<file path="config.mk">
export PLATFORM = sky130hd
export DESIGN_NAME = alu_seq_ctrl
export DESIGN_NICKNAME = d
export VERILOG_FILES = /design/src/rtl/alu_pkg.sv /design/src/rtl/alu_seq_ctrl_iter_counter.sv /design/src/rtl/alu_seq_ctrl.sv
export SDC_FILE = /design/constraint.sdc
export NUM_CORES = 1
export LEC_CHECK = 0
export ABC_AREA = 1
export CAP_MARGIN = 10
export CORE_UTILIZATION = 37
export CTS_BUF_LIST = sky130_fd_sc_hd__clkbuf_4 sky130_fd_sc_hd__clkbuf_8 sky130_fd_sc_hd__clkbuf_16
export DETAILED_ROUTE_END_ITERATION = 10
export PLACE_DENSITY_LB_ADDON = 0.12
export SKIP_LAST_GASP = 1
export SYNTH_ARGS = -nofsm -noshare
export SYNTH_HDL_FRONTEND = slang
export SYNTH_SLANG_ARGS = --single-unit
</file>
<file path="constraint.sdc">
create_clock -name clk -period 1.2 [get_ports clk]
set_input_delay 0.24 -clock clk [delete_from_list [all_inputs] [get_ports clk]]
set_output_delay 0.24 -clock clk [all_outputs]
set_load 0.01 [all_outputs]
</file>
<file path="src/rtl/alu_pkg.sv">
// Shared types for the multi-cycle ALU sequencer.
package alu_pkg;

    typedef enum logic [1:0] {
        OP_ADD = 2'b00,
        OP_SUB = 2'b01,
        OP_MUL = 2'b10,
        OP_DIV = 2'b11
    } op_t;

    typedef enum logic [2:0] {
        S_IDLE     = 3'd0,
        S_LOAD     = 3'd1,
        S_ADDSUB   = 3'd2,
        S_MUL_STEP = 3'd3,
        S_DIV_STEP = 3'd4,
        S_DIV_CORR = 3'd5,
        S_DONE     = 3'd6
    } state_t;

    localparam logic [1:0] BOOTH_ADD = 2'b01;
    localparam logic [1:0] BOOTH_SUB = 2'b10;

endpackage

</file>
<file path="src/rtl/alu_seq_ctrl_iter_counter.sv">
// Iteration counter for multiply/divide loops.
// Clear wins over increment; tc flags the last iteration.
module iter_counter #(
    parameter int WIDTH = 8,
    parameter int CNT_W = 3
) (
    input  logic             clk,
    input  logic             reset,
    input  logic             clr,
    input  logic             inc,
    output logic [CNT_W-1:0] cnt,
    output logic             tc
);

    logic [CNT_W-1:0] cnt_q;
    logic [CNT_W-1:0] cnt_d;

    always_comb begin
        cnt_d = cnt_q;
        if (clr) begin
            cnt_d = '0;
        end else if (inc) begin
            cnt_d = cnt_q + 1'b1;
        end
    end

    always_ff @(posedge clk or posedge reset) begin
        if (reset) begin
            cnt_q <= '0;
        end else begin
            cnt_q <= cnt_d;
        end
    end

    assign cnt = cnt_q;
    assign tc  = (cnt_q == CNT_W'(WIDTH - 1));

endmodule

</file>
<file path="src/rtl/alu_seq_ctrl.sv">
// Sequencer for the multi-cycle ALU: handshake, per-cycle
// datapath strobes for add/sub, Booth multiply, non-restoring divide.
module alu_seq_ctrl
    import alu_pkg::*;
#(
    parameter int WIDTH = 8,
    parameter int CNT_W = 3
) (
    input  logic             clk,
    input  logic             reset,
    input  logic             start,
    input  logic [1:0]       op_sel,
    output logic             ready,
    output logic             busy,
    output logic             done,
    output logic             err,
    input  logic [1:0]       q0_qm1,
    input  logic             acc_sign,
    input  logic             divisor_zero,
    output logic             ld_operands,
    output logic             alu_addsub,
    output logic             alu_sub,
    output logic             booth_add,
    output logic             ar_shift,
    output logic             div_step,
    output logic             div_correct,
    output logic [CNT_W-1:0] iter
);

    state_t state_q, state_d;
    op_t    op_q, op_d;
    logic   err_q, err_d;
    logic   cnt_clr, cnt_inc, cnt_tc;

    iter_counter #(
        .WIDTH (WIDTH),
        .CNT_W (CNT_W)
    ) u_iter (
        .clk   (clk),
        .reset (reset),
        .clr   (cnt_clr),
        .inc   (cnt_inc),
        .cnt   (iter),
        .tc    (cnt_tc)
    );

    always_comb begin
        state_d     = state_q;
        op_d        = op_q;
        err_d       = err_q;
        cnt_clr     = 1'b0;
        cnt_inc     = 1'b0;
        ld_operands = 1'b0;
        alu_addsub  = 1'b0;
        alu_sub     = 1'b0;
        booth_add   = 1'b0;
        ar_shift    = 1'b0;
        div_step    = 1'b0;
        div_correct = 1'b0;
        unique case (state_q)
            S_IDLE: begin
                if (start) begin
                    op_d    = op_t'(op_sel);
                    err_d   = 1'b0;
                    cnt_clr = 1'b1;
                    state_d = S_LOAD;
                end
            end
            S_LOAD: begin
                ld_operands = 1'b1;
                unique case (op_q)
                    OP_ADD, OP_SUB: state_d = S_ADDSUB;
                    OP_MUL:         state_d = S_MUL_STEP;
                    OP_DIV: begin
                        if (divisor_zero) begin
                            err_d   = 1'b1;
                            state_d = S_DONE;
                        end else begin
                            state_d = S_DIV_STEP;
                        end
                    end
                    default:        state_d = S_IDLE;
                endcase
            end
            S_ADDSUB: begin
                alu_addsub = 1'b1;
                alu_sub    = op_q[0];
                state_d    = S_DONE;
            end
            S_MUL_STEP: begin
                ar_shift = 1'b1;
                cnt_inc  = 1'b1;
                // Only 01/10 pairs touch the accumulator
                if (q0_qm1 == BOOTH_SUB) begin
                    booth_add = 1'b1;
                    alu_sub   = 1'b1;
                end else if (q0_qm1 == BOOTH_ADD) begin
                    booth_add = 1'b1;
                end
                if (cnt_tc) begin
                    cnt_clr = 1'b1;
                    state_d = S_DONE;
                end
            end
            S_DIV_STEP: begin
                div_step = 1'b1;
                alu_sub  = ~acc_sign;
                cnt_inc  = 1'b1;
                if (cnt_tc) begin
                    cnt_clr = 1'b1;
                    state_d = S_DIV_CORR;
                end
            end
            S_DIV_CORR: begin
                div_correct = acc_sign;
                state_d     = S_DONE;
            end
            S_DONE: begin
                state_d = S_IDLE;
            end
            default: begin
                state_d = S_IDLE;
            end
        endcase
    end

    always_ff @(posedge clk or posedge reset) begin
        if (reset) begin
            state_q <= S_IDLE;
            op_q    <= OP_ADD;
            err_q   <= 1'b0;
        end else begin
            state_q <= state_d;
            op_q    <= op_d;
            err_q   <= err_d;
        end
    end

    assign ready = (state_q == S_IDLE);
    assign busy  = (state_q != S_IDLE);
    assign done  = (state_q == S_DONE);
    assign err   = err_q;

endmodule

</file>
* After elaboration in Yosys (flattened, before gate mapping)
Cells that the tools add are included.
Word-level totals: bits of input ports 9, output and inout port bits 14, register bits after elaboration 9
Operators by class: add/sub/neg operators 1, bitwise logic cells 1, equality and inequality tests 17, reduce and logical (&&, ||, !) cells 11, muxes and demuxes 26
Operators by type and width (number):
- two-way mux 1 bit | 15
- two-way mux 3 bit | 5
- one-hot mux 3 bit (5 select lines) | 1
- == test 3 bit, second input constant | 4
- inequality test 2 bit, second input constant | 5
- one-hot mux 3 bit (3 select lines) | 1
- == test 2 bit, second input constant | 3
- == test 3 x 2 -> 1 bit, second input constant | 2
- OR reduction 2 bit | 3
- == test 2 x 1 -> 1 bit, second input constant | 2
- one-hot mux 1 bit (2 select lines) | 2
- AND reduction 4 bit | 1
- nonzero test 2 bit | 2
- adder 3 x 1 -> 3 bit, second input constant | 1
- == test 3 x 1 -> 1 bit, second input constant | 1
- logical NOT 3 bit | 1
- one-hot mux 1 bit (3 select lines) | 1
- AND reduction 3 bit | 1
- nonzero test 3 bit | 1
- logical NOT 2 bit | 1
- two-way mux 2 bit | 1
- AND reduction 2 bit | 1
- inverter 1 bit | 1

* Longest topological paths before layout
depth after elaboration 5, mapped depth 6

* Hierarchy
Synthesis repeated with hierarchy kept, for this count alone.
Second synthesis, totals: cell total of the unflattened synthesis 88, area, all modules 599.3 µm²
By module, submodules not included:
- alu_seq_ctrl | area each 444.2 µm², sequential area each 150.1 µm², cells an instance 70, times used 1
- iter_counter | area each 155.1 µm², sequential area each 75.1 µm², cells an instance 18, times used 1

* Least setup slack after synthesis
No wires, ideal clock.
kind register to output, start reg state_q[2], end out alu_sub, cell stages (with the launch flop) 6, arrival time 0.997 ns, path slack -0.037 ns, cell sequence dfrtp_1 > inv_2 > nand2_1 > nor2_1 > nand2_1 > o211ai_1
Between the ends: word-level cells in the longest chain between the ends 2
RTL lines:
- start, declared | RTL line alu_seq_ctrl.sv:30 | state_t state_q, state_d;
- start signal, assigned | RTL line alu_seq_ctrl.sv:133 | state_q <= state_d;
- == test 3 bit or == test 3 x 2 -> 1 bit (tied branches) | RTL line alu_seq_ctrl.sv:60 | unique case (state_q)
- one-hot mux 1 bit (3 select lines) * | RTL line alu_seq_ctrl.sv:60
- end, declared | RTL line alu_seq_ctrl.sv:22 | output logic alu_sub,
Mark *: on every way between the ends. The rest lies on a longest branch, timed or not.

* Worst setup path after layout
Same ends and word-level chain as after synthesis.

==> results <==
worst max-delay path: stages, from the launching register on:
cell	delay [ns]
sky130_fd_sc_hd__dfrtp_2	0.45
sky130_fd_sc_hd__inv_4	0.09
sky130_fd_sc_hd__nand3_4	0.07
sky130_fd_sc_hd__inv_2	0.07
sky130_fd_sc_hd__nand2_1	0.06
sky130_fd_sc_hd__o211ai_1	0.08
sky130_fd_sc_hd__buf_2	0.15
worst max path at each step:
stage | endpoint | slack, ns | depth (start not counted)
2_1_floorplan | alu_sub | 0.02 | 5
3_3_place_gp | booth_add | -0.67 | 5
3_5_place_dp | booth_add | -0.69 | 5
4_1_cts | alu_sub | -0.30 | 6
5_1_grt | err | -0.39 | 10
6_report | alu_sub | -0.30 | 6
layout by cell type (no fill, tap or decap):
cell type / synthesis / final
sky130_fd_sc_hd__a21oi_1: 2 / 2
sky130_fd_sc_hd__buf_2: 0 / 5
sky130_fd_sc_hd__buf_4: 0 / 23
sky130_fd_sc_hd__buf_6: 0 / 8
sky130_fd_sc_hd__clkbuf_4: 0 / 4
sky130_fd_sc_hd__clkdlybuf4s15_1: 0 / 2
sky130_fd_sc_hd__clkdlybuf4s15_2: 0 / 1
sky130_fd_sc_hd__clkdlybuf4s50_1: 0 / 7
sky130_fd_sc_hd__dfrtp_1: 9 / 6
sky130_fd_sc_hd__dfrtp_2: 0 / 3
sky130_fd_sc_hd__dlygate4sd2_1: 0 / 2
sky130_fd_sc_hd__dlymetal6s2s_1: 0 / 1
sky130_fd_sc_hd__ha_1: 3 / 3
sky130_fd_sc_hd__inv_1: 11 / 7
sky130_fd_sc_hd__inv_2: 3 / 5
sky130_fd_sc_hd__inv_4: 0 / 2
sky130_fd_sc_hd__nand2_1: 28 / 24
sky130_fd_sc_hd__nand2_2: 2 / 3
sky130_fd_sc_hd__nand2_4: 0 / 2
sky130_fd_sc_hd__nand2_8: 0 / 1
sky130_fd_sc_hd__nand3_1: 7 / 5
sky130_fd_sc_hd__nand3_2: 2 / 2
sky130_fd_sc_hd__nand3_4: 0 / 2
sky130_fd_sc_hd__nor2_1: 6 / 3
sky130_fd_sc_hd__nor2_2: 2 / 3
sky130_fd_sc_hd__nor2_4: 1 / 3
sky130_fd_sc_hd__nor3_1: 1 / 1
sky130_fd_sc_hd__o211ai_1: 1 / 1
sky130_fd_sc_hd__o21ai_0: 2 / 2
state kept, by name, indices dropped and copies added, names as in the netlist:
name and flops:
state_q 3, err 1, op_q 2, u_iter.cnt 3
final cells by class:
type / instances / area, sq um / area share
multi-input combinational: 57 / 365 / 0.326
sequential: 9 / 229 / 0.204
inverter: 14 / 57.6 / 0.0514
timing repair buffer: 49 / 419 / 0.374
tap: 15 / 18.8 / 0.0168
clock buffer: 4 / 30.0 / 0.0268
kinds of logic after synthesis:
kind of cell,after synthesis
flops,9
buf+inv,14
compound gates,5
fa+ha+maj,3
simple gates,49
stage by stage:
step	worst slack (ns)	instance area (sq um)	std cells
floorplan	0.0218	569	80
global placement	-0.665	913	131
detailed placement	-0.688	913	131
CTS	-0.301	1020	145
global route	-0.388	1120	148
finish	-0.298	1120	148
metal layers:
metal	up-vias	part of all wire	track usage
met1	332	0.39	0.231
met4	0	0.029	0.153
met2	17	0.54	0.414
met3	7	0.035	0.0326
met5	-	0	0
li1	356	-	-
what timing repair did:
action,CTS,global route
resized for setup,58,20
cloned,0,0
setup endpoints to repair,20,17
setup buffers,10,5
pin swaps,4,8
power groups by stage:
stage / combinational, mW / clock (mW) / sequential, mW
after detailed placement: 1.51 / 0 / 0.623
after floorplan: 0.704 / 0 / 0.624
after global placement: 1.48 / 0 / 0.614
after CTS: 1.72 / 0.271 / 0.623
final: 2.04 / 0.266 / 0.655
after global routing: 2.23 / 0.278 / 0.681
==> results.yml <==
run_status:
  outcome: "complete, but fails checks"
  failed_checks: "setup timing"
cells_and_area:
  layout-drive-gt1-share: 0.504
  antenna-diode-count: 0
  areaGrowthSynthToFinish_pct: 97.6
  final_core_utilization: 0.820
  num-fill-cells: 90
  nNetsFinal: 146
cts:
  clk_pin_slew_worst_paths_ns: 0.06
  cts_inserted_buffers: 3
  clock_tree.root_cell: "sky130_fd_sc_hd__clkbuf_4"
  cts.htree.levels: 1
  cts_num_sinks: 9
  clk_path_buf_depth: 2
  ctsHoldBuffers: 0
  tritoncts_clock_tree: "done"
  clk_latency_ns: 0.27
sta:
  timing.final.hold_violations: 0
  final_critical_path_setup_slack_ns: -0.298
  timing.final.setup_violations: 16
  crit_path_time_final_ns: 1.50
  timing_worst_slew_pin_value_ns: 0.370
  final.hold.worst_slack_ns: 0.237
  max_clock_freq_mhz: 667
  maxSlewHeadroom: 0.753
  tcrit_tclk_final: 1.25
  fin_worst_skew_ns: 0.00300
  drv_slew: 0
  grt_setup_unrepaired: "true"
  final.setup.tns_ns: -2.75
critical_path:
  data_arrival_time_of_the_critical_path_ns: 1.26
  startpoint_type: "register"
  crit_required_ns: 0.96
  r2r_start: "state_q[1]"
  worst-r2r-setup-slack_ns: -0.30
  startpoint_to_endpoint_class_of_the_critical_path: "reg -> out"
  reg2reg_depth: 10
  setup.worst_path.end_class: "output pin"
  regToRegEndpoint: "err"
  timing.critical_path.fanout_max: 5
  crit_start: "state_q[2]"
floorplanning:
  initial_utilization: 0.415
  die-width_um: 41.1
  rows: 13
  core_sq_um: 1370
  fp.dieArea_sq_um: 1690
  io_pins: 23
  floorplan.die.height_um: 41.1
synthesis:
  synth_top_family_by_area: "simple AND/OR/NAND/NOR gates"
  mapped_cells: 80
  number_of_storage_elements_in_the_synthesis_netlist: 9
  synth_xor_xnor_area_share: 0
  synth_fa_ha_area_frac: 0.0662
  synth_simple_gate_area_share: 0.395
  synth_top_cells_by_area: "sky130_fd_sc_hd__dfrtp_1, sky130_fd_sc_hd__nand2_1, sky130_fd_sc_hd__inv_1, sky130_fd_sc_hd__ha_1, sky130_fd_sc_hd__nand3_1"
  synth_most_common_cell: "sky130_fd_sc_hd__nand2_1"
  dominantRegCellSynth: "sky130_fd_sc_hd__dfrtp_1"
  synth-warning-count: 0
  synth_area_per_cell_sq_um: 7.08
  post_syn_nets: 92
  synth_top_cell_area_share: 0.397
  netlist_area_sq_um: 567
  synth-seq-area-share: 0.397
  fraction_of_synthesized_area_in_multiplexers: 0
  number_of_different_library_cells_in_the_post_synthesis_netlist: 15
  synth.top_cells.by_count: "sky130_fd_sc_hd__nand2_1, sky130_fd_sc_hd__inv_1, sky130_fd_sc_hd__dfrtp_1, sky130_fd_sc_hd__nand3_1, sky130_fd_sc_hd__nor2_1"
  synth-edff-count: 0
  synth_compound_gate_area_share: 0.0486
  synthArstFlopShare: 1.00
  synthDominantAreaCellType: "sky130_fd_sc_hd__dfrtp_1"
min_path:
  worstHoldPathType: "in -> async"
power:
  net-switching-power_mw: 1.28
  power.sequential.fraction: 0.221
  post-layout-total-power_mw: 2.96
  power_density_nw_per_um2: 2640
  switching_share_of_total_power: 0.431
  p_leak_nw: 0.618
  intPower_mw: 1.68
  clock_power_share: 0.090
  max-vdd-ir-drop_uv: 1610
  pwr-share-comb: 0.689
drt:
  route.antenna.remaining_nets: 0
  drt_first_iter_violations: 17
  remaining_drc_errors: 0
  detail_route.first_pass.iterations: 4
  viasPerCell: 4.81
  final_wirelength_um: 1810
  detail_route.wl_per_cell_um: 12.2
  num_vias: 712
global_route:
  globalRouteTotalUtil: 0.226
  number_of_global_route_vias_before_repair: 629
  antenna_found_initial: 0
  grt_start_max_net_pins: 10
  grt_pass1_wl_um: 2410
  global_route.overflow_total: 0
flow_run:
  max_cap_violations: 0
place:
  hpwl_um: 1120
  port_buffers: 22
  gp_routability_congestion: 0.706
No activity file was read; power rests on OpenSTA's default activity.
